## config.mk

```make
export PLATFORM = sky130hd
export DESIGN_NAME = mem_stall_ctrl_flat
export DESIGN_NICKNAME = d
export VERILOG_FILES = /design/src/rtl/mem_stall_if.sv /design/src/rtl/mem_stall_ctrl.sv /design/src/flat_wrapper.sv
export SDC_FILE = /design/constraint.sdc
export NUM_CORES = 1
export LEC_CHECK = 0
export ABC_AREA = 1
export CAP_MARGIN = 20
export CORE_ASPECT_RATIO = 1.4
export CORE_UTILIZATION = 36
export CTS_BUF_LIST = sky130_fd_sc_hd__clkbuf_16
export CTS_CLUSTER_SIZE = 40
export DETAILED_ROUTE_END_ITERATION = 8
export PLACE_DENSITY = 0.86
export SETUP_SLACK_MARGIN = 0.3
export SYNTH_ARGS = -nofsm -noshare
export SYNTH_HDL_FRONTEND = slang
export SYNTH_SLANG_ARGS = --single-unit
```

## constraint.sdc

```tcl
create_clock -name clk_i -period 3.15 [get_ports clk_i]
set_clock_uncertainty 0.05 [all_clocks]
set_input_delay 0.63 -clock clk_i [delete_from_list [all_inputs] [get_ports clk_i]]
set_output_delay 0.63 -clock clk_i [all_outputs]
set_load 0.005 [all_outputs]
```

## src/rtl/mem_stall_if.sv

```systemverilog
// mem_stall_if: pipeline/memory-side signal bundle for mem_stall_ctrl
// slave modport  : used by mem_stall_ctrl (takes pipeline requests and memory acks, drives memory and pipeline controls)
// master modport : used by the surrounding pipeline and memory model
// MemRead_i/MemWrite_i/addr_i/wdata_i : EX/MEM access request
// mem_req_o/mem_we_o/mem_addr_o/mem_wdata_o : registered memory request
// mem_ack_i/mem_rdata_i : memory completion pulse and load data
// stall_o/wb_bubble_o/rdata_o/busy_o/err_o : pipeline freeze, MEM/WB bubble, load data, status
interface mem_stall_if #(
  parameter int ADDR_W = 32,
  parameter int DATA_W = 32
);
  logic              MemRead_i;
  logic              MemWrite_i;
  logic [ADDR_W-1:0] addr_i;
  logic [DATA_W-1:0] wdata_i;
  logic              mem_req_o;
  logic              mem_we_o;
  logic [ADDR_W-1:0] mem_addr_o;
  logic [DATA_W-1:0] mem_wdata_o;
  logic              mem_ack_i;
  logic [DATA_W-1:0] mem_rdata_i;
  logic              stall_o;
  logic              wb_bubble_o;
  logic [DATA_W-1:0] rdata_o;
  logic              busy_o;
  logic              err_o;
  modport slave (
    input  MemRead_i, MemWrite_i, addr_i, wdata_i, mem_ack_i, mem_rdata_i,
    output mem_req_o, mem_we_o, mem_addr_o, mem_wdata_o, stall_o, wb_bubble_o, rdata_o, busy_o, err_o
  );
  modport master (
    output MemRead_i, MemWrite_i, addr_i, wdata_i, mem_ack_i, mem_rdata_i,
    input  mem_req_o, mem_we_o, mem_addr_o, mem_wdata_o, stall_o, wb_bubble_o, rdata_o, busy_o, err_o
  );
endinterface

```

## src/rtl/mem_stall_ctrl.sv

```systemverilog
// mem_stall_ctrl: MEM-stage sequencer that freezes the pipeline around a variable-latency req/ack memory access
// clk_i : rising-edge clock
// rst_i : asynchronous active-high reset
// bus   : mem_stall_if.slave (pipeline request, memory handshake, stall/bubble/rdata/busy/err)
// Optional feature: define MEM_TIMEOUT_EN to abort an access after TIMEOUT_CYC BUSY cycles and raise sticky err_o.
module mem_stall_ctrl #(
  parameter int ADDR_W      = 32,
  parameter int DATA_W      = 32,
  parameter int TIMEOUT_CYC = 255
) (
  input  logic         clk_i,
  input  logic         rst_i,
  mem_stall_if.slave   bus
);
  typedef enum logic [1:0] {IDLE, BUSY, DONE} state_t;
  state_t            state, state_nx;
  logic              acc, ack, to_hit, err;
  logic              req, we;
  logic [ADDR_W-1:0] addr;
  logic [DATA_W-1:0] wdata, rdata;
  if (TIMEOUT_CYC < 1) begin : g_chk
    $error("TIMEOUT_CYC must be at least 1");
  end
  assign acc = bus.MemRead_i | bus.MemWrite_i;
  // ack only means something while an access is outstanding
  assign ack = (state == BUSY) & bus.mem_ack_i;
`ifdef MEM_TIMEOUT_EN
  localparam int CW = $clog2(TIMEOUT_CYC + 1);
  logic [CW-1:0] cnt;
  always_ff @(posedge clk_i or posedge rst_i) begin
    if (rst_i) cnt <= '0;
    else if (state == IDLE && acc) cnt <= '0;
    else if (state == BUSY) cnt <= cnt + CW'(1);
  end
  // last BUSY cycle of the budget; a simultaneous ack wins
  assign to_hit = (state == BUSY) & ~bus.mem_ack_i & (cnt == CW'(TIMEOUT_CYC - 1));
  always_ff @(posedge clk_i or posedge rst_i) begin
    if (rst_i) err <= 1'b0;
    else if (to_hit) err <= 1'b1;
  end
`else
  assign to_hit = 1'b0;
  assign err    = 1'b0;
`endif
  always_ff @(posedge clk_i or posedge rst_i) begin
    if (rst_i) state <= IDLE;
    else state <= state_nx;
  end
  always_comb begin
    state_nx = (state == IDLE) ? (acc ? BUSY : IDLE) :
               (state == BUSY) ? ((ack | to_hit) ? DONE : BUSY) : IDLE;
  end
  always_ff @(posedge clk_i or posedge rst_i) begin
    if (rst_i) begin
      req   <= 1'b0;
      we    <= 1'b0;
      addr  <= '0;
      wdata <= '0;
      rdata <= '0;
    end else if (state == IDLE && acc) begin
      req   <= 1'b1;
      we    <= bus.MemWrite_i;
      addr  <= bus.addr_i;
      wdata <= bus.wdata_i;
    end else if (ack) begin
      req <= 1'b0;
      if (!we) rdata <= bus.mem_rdata_i;
    end else if (to_hit) begin
      req   <= 1'b0;
      rdata <= '0;
    end
  end
  // the stall must be combinational in IDLE so the requesting instruction is held on its first cycle
  assign bus.stall_o     = (state == BUSY) | ((state == IDLE) & acc);
  assign bus.wb_bubble_o = bus.stall_o;
  assign bus.busy_o      = state != IDLE;
  assign bus.mem_req_o   = req;
  assign bus.mem_we_o    = we;
  assign bus.mem_addr_o  = addr;
  assign bus.mem_wdata_o = wdata;
  assign bus.rdata_o     = rdata;
  assign bus.err_o       = err;
endmodule
```

## src/flat_wrapper.sv

```systemverilog
// flat-port wrapper written by rule: the top's interface ports become plain ports
module mem_stall_ctrl_flat 
#(
  parameter int ADDR_W      = 32,
  parameter int DATA_W      = 32,
  parameter int TIMEOUT_CYC = 255
)
  (clk_i, rst_i, bus_MemRead_i, bus_MemWrite_i, bus_addr_i, bus_wdata_i, bus_mem_ack_i, bus_mem_rdata_i, bus_mem_req_o, bus_mem_we_o, bus_mem_addr_o, bus_mem_wdata_o, bus_stall_o, bus_wb_bubble_o, bus_rdata_o, bus_busy_o, bus_err_o);
  mem_stall_if #(.ADDR_W(ADDR_W), .DATA_W(DATA_W)) bus_i ();
  input  logic clk_i;
  input  logic rst_i;
  input wire logic [$bits(bus_i.MemRead_i)-1:0] bus_MemRead_i;
  input wire logic [$bits(bus_i.MemWrite_i)-1:0] bus_MemWrite_i;
  input wire logic [$bits(bus_i.addr_i)-1:0] bus_addr_i;
  input wire logic [$bits(bus_i.wdata_i)-1:0] bus_wdata_i;
  input wire logic [$bits(bus_i.mem_ack_i)-1:0] bus_mem_ack_i;
  input wire logic [$bits(bus_i.mem_rdata_i)-1:0] bus_mem_rdata_i;
  output wire logic [$bits(bus_i.mem_req_o)-1:0] bus_mem_req_o;
  output wire logic [$bits(bus_i.mem_we_o)-1:0] bus_mem_we_o;
  output wire logic [$bits(bus_i.mem_addr_o)-1:0] bus_mem_addr_o;
  output wire logic [$bits(bus_i.mem_wdata_o)-1:0] bus_mem_wdata_o;
  output wire logic [$bits(bus_i.stall_o)-1:0] bus_stall_o;
  output wire logic [$bits(bus_i.wb_bubble_o)-1:0] bus_wb_bubble_o;
  output wire logic [$bits(bus_i.rdata_o)-1:0] bus_rdata_o;
  output wire logic [$bits(bus_i.busy_o)-1:0] bus_busy_o;
  output wire logic [$bits(bus_i.err_o)-1:0] bus_err_o;
  assign bus_i.MemRead_i = bus_MemRead_i;
  assign bus_i.MemWrite_i = bus_MemWrite_i;
  assign bus_i.addr_i = bus_addr_i;
  assign bus_i.wdata_i = bus_wdata_i;
  assign bus_i.mem_ack_i = bus_mem_ack_i;
  assign bus_i.mem_rdata_i = bus_mem_rdata_i;
  assign bus_mem_req_o = bus_i.mem_req_o;
  assign bus_mem_we_o = bus_i.mem_we_o;
  assign bus_mem_addr_o = bus_i.mem_addr_o;
  assign bus_mem_wdata_o = bus_i.mem_wdata_o;
  assign bus_stall_o = bus_i.stall_o;
  assign bus_wb_bubble_o = bus_i.wb_bubble_o;
  assign bus_rdata_o = bus_i.rdata_o;
  assign bus_busy_o = bus_i.busy_o;
  assign bus_err_o = bus_i.err_o;
  mem_stall_ctrl #(.ADDR_W(ADDR_W), .DATA_W(DATA_W), .TIMEOUT_CYC(TIMEOUT_CYC)) u_core (.clk_i(clk_i), .rst_i(rst_i), .bus(bus_i));
endmodule
```

==> results by group, run 1 <==
Final layout
  – Fillcell total: 931
  – Most common cell after layout, fill and taps aside: clkdlybuf4s50_1
  – N_diodes: 0
  – Non-filler cells, final: 771
  – Share of layout cells above drive strength 1: 0.06190
  – P&R area growth vs syn: 56.93%
  – Commonest non-fill, non-tap cells in the layout: 201 x clkdlybuf4s50_1, 165 x nand2_1, 100 x dfrtp_1
  – Nets: 726

Logic synthesis
  – Synth Area in Simple Gates: 0.2433
  – Syn Inst Count: 436
  – Largest family of logic cells by synthesized area: simple AND/OR/NAND/NOR gates
  – FF+latch count, synth: 100
  – Synth Area in XOR/XNOR: 0
  – Cell variety after synth: 17
  – Adder-Cell Fraction of Synth Area: 0
  – Syn_area_per_cell: 9.436 um2
  – Yosys warns: 0
  – Mapped Nets: 537
  – Synth Area in Compound Gates: 0.05596
  – Post-synthesis mux area share: 0
  – Cell area after synthesis: 4114 um2
  – Synth top area cells: dfrtp_1 61%, nand2_1 15%, nand3_1 7.9%
  – Cell accounting for the most synthesized area: dfrtp_1
  – Yosys top cell area share: 0.6083
  – Register area share after synthesis: 0.6083

Worst setup path
  – Reg-to-Reg End: u_core.bus.rdata_o[23]
  – Critical Path Stages: 5
  – Worst path most repeated cell: clkdlybuf4s50_1
  – Reg2Reg Depth: 5
  – CP Launch Type: input pin
  – Worst setup EP type: primary output
  – CP cell instances: clkdlybuf4s50_1 -> or2_4 -> nand2_4 -> nand2_1 -> clkdlybuf4s50_1
  – Critical-path top delay cell: clkdlybuf4s50_1
  – Family with the most delay on the worst path: buffers and inverters
  – Critical Path Fanout Max: 2
  – CP Buf/Inv Count: 2
  – Slowest cell delay on critical path: 490 ps
  – Worst reg2reg startpoint: u_core.state[1]
  – WP data arrival: 1920 ps
  – CP startpoint: bus_MemWrite_i
  – CP required: 2470 ps
  – Worst Setup EP: bus_wb_bubble_o
  – Reg2reg setup slack: 1510 ps
  – WS Path Type: in2out

Routing
  – DR WL/cell: 13.96 um
  – Final ANT Viol Nets: 0
  – DR iter-0 viols: 124
  – Vias per std cell: 4.572
  – Post-Route WL: 10770 um
  – Initial DRT Pass Iterations: 4
  – Via count: 3525
  – DRC: 0

Clocking
  – Cts repair resizes: 0
  – CTS tree: yes
  – H-Tree Depth: 3
  – Clk Latency, worst-skew pair: 330 ps
  – Setup bufs post-CTS: 0
  – CTS Buf Count: 9
  – Clk sink count: 100
  – CTS root buf: clkbuf_16
  – Post-CTS Hold Fix Bufs: 0
  – Maximum buffer depth of the clock tree: 2
  – Clk pin slew, worst setup/hold paths: 60 ps

Power and ir drop
  – Power per cell area: 951.6 nW/um2
  – Final total power: 6.143 mW
  – Leakage: 3.120 nW
  – Maximum vdd drop: 0.4434 mV

Placed design
  – Dpl ws: 525.3 ps
  – I/O Buffers: 201
  – Final Wtd Congestion: 0.7566
  – Detail Placement HPWL: 7728 um
  – Placed instance count: 755

Die
  – # rows: 45
  – Core Footprint: 10980 um2
  – Die area: 11860 um2
  – Total I/O pin count: 203
  – Die Width: 92.35 um
  – Die Y: 128.5 um
  – Starting Density: 0.3747

Global route
  – Antenna violations before repair: 0
  – Largest net degree at the start of global routing: 101
  – First-pass GRT wire length: 17330 um
  – Vias in the first global route: 3641
  – Total grt overflow: 0
  – GRT Total Usage: 0.1850

Timing
  – Period minus WS final: 2601 ps
  – Worst-margin pin slew: 666.8 ps
  – RSZ-0062 raised after global routing: no
  – Max Freq: 384.5 MHz
  – Hold Vio Cnt, Final: 0
  – Setup_tns: 0 ps
  – Slew Viols, Final: 0
  – Post-route clock period utilization: 0.8256
  – Final setup violation count: 0
  – Hold slack: 424.3 ps
  – Normalized max-slew margin: 0.5555
  – Setup WS post-layout: 549.3 ps

Run status
  – Status: completed

Flow run
  – Max cap viols: 0

Hold path
  – Hold Startpoint: u_core.bus.mem_wdata_o[0]
  – Hold Crit Class: reg2reg
metal layers:
metal	up-vias	GRT usage	part of all wire
met5	-	0	0
met4	0	0.05974	0.018
met1	1647	0.2147	0.40
li1	1728	-	-
met3	15	0.05083	0.063
met2	135	0.3290	0.52
flip-flops by register name, indices dropped and copies added, names as in the netlist:
register / cells
u_core.bus.mem_addr_o: 32
u_core.bus.mem_wdata_o: 32
u_core.bus.rdata_o: 32
u_core.state: 2
u_core.bus.mem_req_o: 1
u_core.bus.mem_we_o: 1
tightest hold or removal path: stages (launching register included):
cell,delay [ps]
dfrtp_1,340
nand2_1,50
nand2_1,50
per-stage QoR:
stage	area, um2	utilization
after floorplan	4118	-
after global placement	6126	0.5579
after detailed placement	6126	0.5579
after CTS	6456	0.5880
after global routing	6456	0.5880
final	6456	0.5880
power by group:
| group | switching [mW] | leakage [nW] | total, mW | internal (mW) |
|---|---|---|---|---|
| Sequential | 0.359 | 1.24 | 2.26 | 1.90 |
| Clock | 0.454 | 0.160 | 1.22 | 0.766 |
| Combinational | 1.15 | 1.72 | 2.67 | 1.52 |
worst min path at each step:
stage / end / slack, ps / cells after the start
floorplan: u_core.bus.mem_addr_o[29] / 410 / 2
global placement: u_core.bus.mem_wdata_o[29] / 400 / 2
detailed placement: u_core.bus.mem_wdata_o[11] / 410 / 2
CTS: u_core.bus.mem_wdata_o[14] / 430 / 2
global route: u_core.bus.mem_wdata_o[16] / 440 / 2
finish: u_core.bus.mem_wdata_o[0] / 420 / 2
cell type report:
type	count	area [um2]	area share
flip-flops and latches	100	2502	0.3876
repair buffers	207	2069	0.3205
multi-input cells	270	1235	0.1913
clock buffers	9	225.2	0.03488
well taps	141	176.4	0.02733
inverters	37	142.6	0.02209
clock inverters	7	105.1	0.01628
logic make-up (layout without fill, tap and decap cells):
group | count (synthesis) | count (layout)
simple gates | 235 | 235
buf+inv | 66 | 260
other cells | 1 | 1
compound gates | 34 | 34
flops | 100 | 100
synthesized netlist by cell type:
| library cell | count |
|---|---|
| buf_2 | 7 |
| buf_4 | 10 |
| buf_6 | 11 |
| clkbuf_1 | 1 |
| conb_1 | 1 |
| dfrtp_1 | 100 |
| inv_1 | 37 |
| nand2_1 | 165 |
| nand2_4 | 1 |
| nand3_1 | 65 |
| nand4_4 | 1 |
| nor2_1 | 1 |
| nor2_4 | 1 |
| o21ai_0 | 2 |
| o21ai_1 | 16 |
| o21ai_2 | 16 |
| or2_4 | 1 |
No activity file was read; power rests on OpenSTA's default activity.
==> run 2: changes to the inputs <==
Clock period 3.15 ns to 2.2 ns, I/O delays scaled along.
==> run 2 against run 1 <==
  * Hold slack worse by 4.7 ps
  * Clock-buffer cell count unchanged
  * Routed wire length down 1.8%
  * Total power up 41%
  * Critical path depth unchanged
  * Flip-flop and latch count unchanged
  * Clock power up 25%
  * Largest cell class unchanged
  * Critical endpoint unchanged
  * Non-clock buffer count up 7
  * Via count up 1.2%
  * Die area unchanged
  * Register-to-register slack worse by 760 ps
  * Worst setup slack worse by 220 ps
==> results by group, run 2 (synthesis results as in run 1) <==
Clocking
  – Clk sink count: 100 (unchanged)
  – Clk pin slew, worst setup/hold paths: 70 ps (about the same)
  – Clk Latency, worst-skew pair: 330 ps (about the same)
  – CTS tree: yes
  – H-Tree Depth: 3 (unchanged)
  – Maximum buffer depth of the clock tree: 2 (unchanged)
  – CTS Buf Count: 9 (unchanged)
  – CTS root buf: clkbuf_16

Global route
  – Largest net degree at the start of global routing: 68 (-33%)
  – GRT Total Usage: 0.1801 (-0.004987)
  – Total grt overflow: 0 (unchanged)
  – First-pass GRT wire length: 16790 um (-3.1%)
  – Vias in the first global route: 3580 (-1.7%)
  – Antenna violations before repair: 0 (unchanged)

Power and ir drop
  – Power per cell area: 1331 nW/um2 (+40%)
  – Final total power: 8.660 mW (+41%)
  – Maximum vdd drop: 0.5727 mV (+29%)
  – Leakage: 3.152 nW (+1.0%)

Final layout
  – Commonest non-fill, non-tap cells in the layout: 197 x clkdlybuf4s50_1, 165 x nand2_1, 99 x dfrtp_1
  – P&R area growth vs syn: 58.12%
  – Most common cell after layout, fill and taps aside: clkdlybuf4s50_1
  – N_diodes: 0 (unchanged)
  – Utilization after layout: 0.5925 (+0.004445)
  – Fillcell total: 919 (-1.3%)
  – Nets: 733 (+0.96%)
  – Share of layout cells above drive strength 1: 0.08163 (+0.01973)
  – Non-filler cells, final: 778 (+0.91%)

Die
  – # rows: 45 (unchanged)
  – Die Y: 128.5 um (unchanged)
  – Starting Density: 0.3747 (unchanged)
  – Total I/O pin count: 203 (unchanged)
  – Die area: 11860 um2 (unchanged)
  – Die Width: 92.35 um (unchanged)
  – Core Footprint: 10980 um2 (unchanged)

Placed design
  – Placed instance count: 759 (+0.53%)
  – Detail Placement HPWL: 7715 um (-0.17%)
  – I/O Buffers: 201 (unchanged)
  – Final Wtd Congestion: 0.7674 (+1.4%)

Timing
  – Slew Viols, Final: 0 (unchanged)
  – RSZ-0062 raised after global routing: no
  – Setup_tns: 0 ps (unchanged)
  – Hold Vio Cnt, Final: 0 (unchanged)
  – Hold slack: 419.6 ps (-4.701 ps)
  – Period minus WS final: 1871 ps
  – Worst-margin pin slew: 603.6 ps (-63.17 ps)
  – Normalized max-slew margin: 0.5976 (+0.04211)
  – Max Freq: 534.5 MHz
  – Post-route clock period utilization: 0.8505
  – Final setup violation count: 0 (unchanged)

Worst setup path
  – WS Path Type: in2out
  – CP Launch Type: input pin
  – Critical Path Fanout Max: 2 (unchanged)
  – Worst setup EP type: primary output
  – Reg2Reg Depth: 5 (unchanged)
  – CP required: 1710 ps (-760 ps)
  – WP data arrival: 1380 ps (-540 ps)

Hold path
  – Number of cells on the worst hold path: 2 (unchanged)
  – Hold Crit Class: reg2reg

Routing
  – DRC: 0 (unchanged)
  – Initial DRT Pass Iterations: 5 (+1)
  – Post-Route WL: 10570 um (-1.8%)
  – Final ANT Viol Nets: 0 (unchanged)
  – Vias per std cell: 4.585 (+0.28%)
  – DR WL/cell: 13.59 um (-2.7%)
  – Via count: 3567 (+1.2%)
  – DR iter-0 viols: 188 (+52%)

Flow run
  – Max cap viols: 0 (unchanged)

Run status
  – Status: completed
==> run 2: stage by stage <==
step / instance area [um2] / setup WS (ps)
floorplan: 4118 / 498.6
CTS: 6507 / 236.1
global route: 6505 / 300.6
finish: 6505 / 329.0
global placement: 6193 / -51.38
detailed placement: 6193 / -74.67
==> run 2: routing by layer <==
layer,GRT usage,up-vias,share of wire
li1,-,1752,-
met1,0.2050,1621,0.38
met2,0.3155,167,0.51
met3,0.03605,27,0.072
met4,0.09835,0,0.033
met5,0,-,0
==> run 2: power breakdown <==
part | leakage [nW] | switching [mW] | internal [mW]
sequential | 1.23 | 0.484 | 2.72
clock | 0.139 | 0.655 | 0.875
combinational | 1.78 | 1.68 | 2.24
total | 3.15 | 2.82 | 5.84
==> run 2: path summary, 6_finish.rpt <==
check	from	to	slack [ps]
setup / recovery	bus_MemRead_i	bus_wb_bubble_o	330
hold reg to reg	u_core.bus.mem_wdata_o[1]	u_core.bus.mem_wdata_o[1]	420
min in group asynchronous	rst_i	u_core.bus.mem_addr_o[9]	510
hold / removal	u_core.bus.mem_wdata_o[1]	u_core.bus.mem_wdata_o[1]	420
setup reg to reg	u_core.state[1]	u_core.state[0]	750
max in group asynchronous	rst_i	u_core.state[0]	1330
==> run 2: worst max-delay path: stages <==
cell	delay (ps)
clkdlybuf4s50_1	410
or2_4	270
nand2_4	60
nand2_1	50
buf_2	140
==> run 2: cell type report <==
type                       instances  area [um2]  area share
clock buffer                       9       225.2     0.03462
inverter                          37       142.6     0.02193
tap                              141       176.4     0.02712
timing repair buffer             214        2155      0.3312
sequential                       100        2504      0.3849
clock inverter                     7       67.56     0.01039
multi-input combinational        270        1235      0.1898
==> run 2: timing repair <==
action / 4_1_cts / 5_1_grt
cloned: 0 / 0
setup buffers: 3 / 0
setup endpoints to repair: 3 / 2
resized for setup: 11 / 2
pin swaps: 2 / 0
hold buffers: 0 / 0
==> run 3: changes to the inputs <==
Settings changed: CAP_MARGIN 20 to unset, SLEW_MARGIN set to 20.
==> results of run 3 <==
Final layout, timing and power as in run 2 (identical DEF).
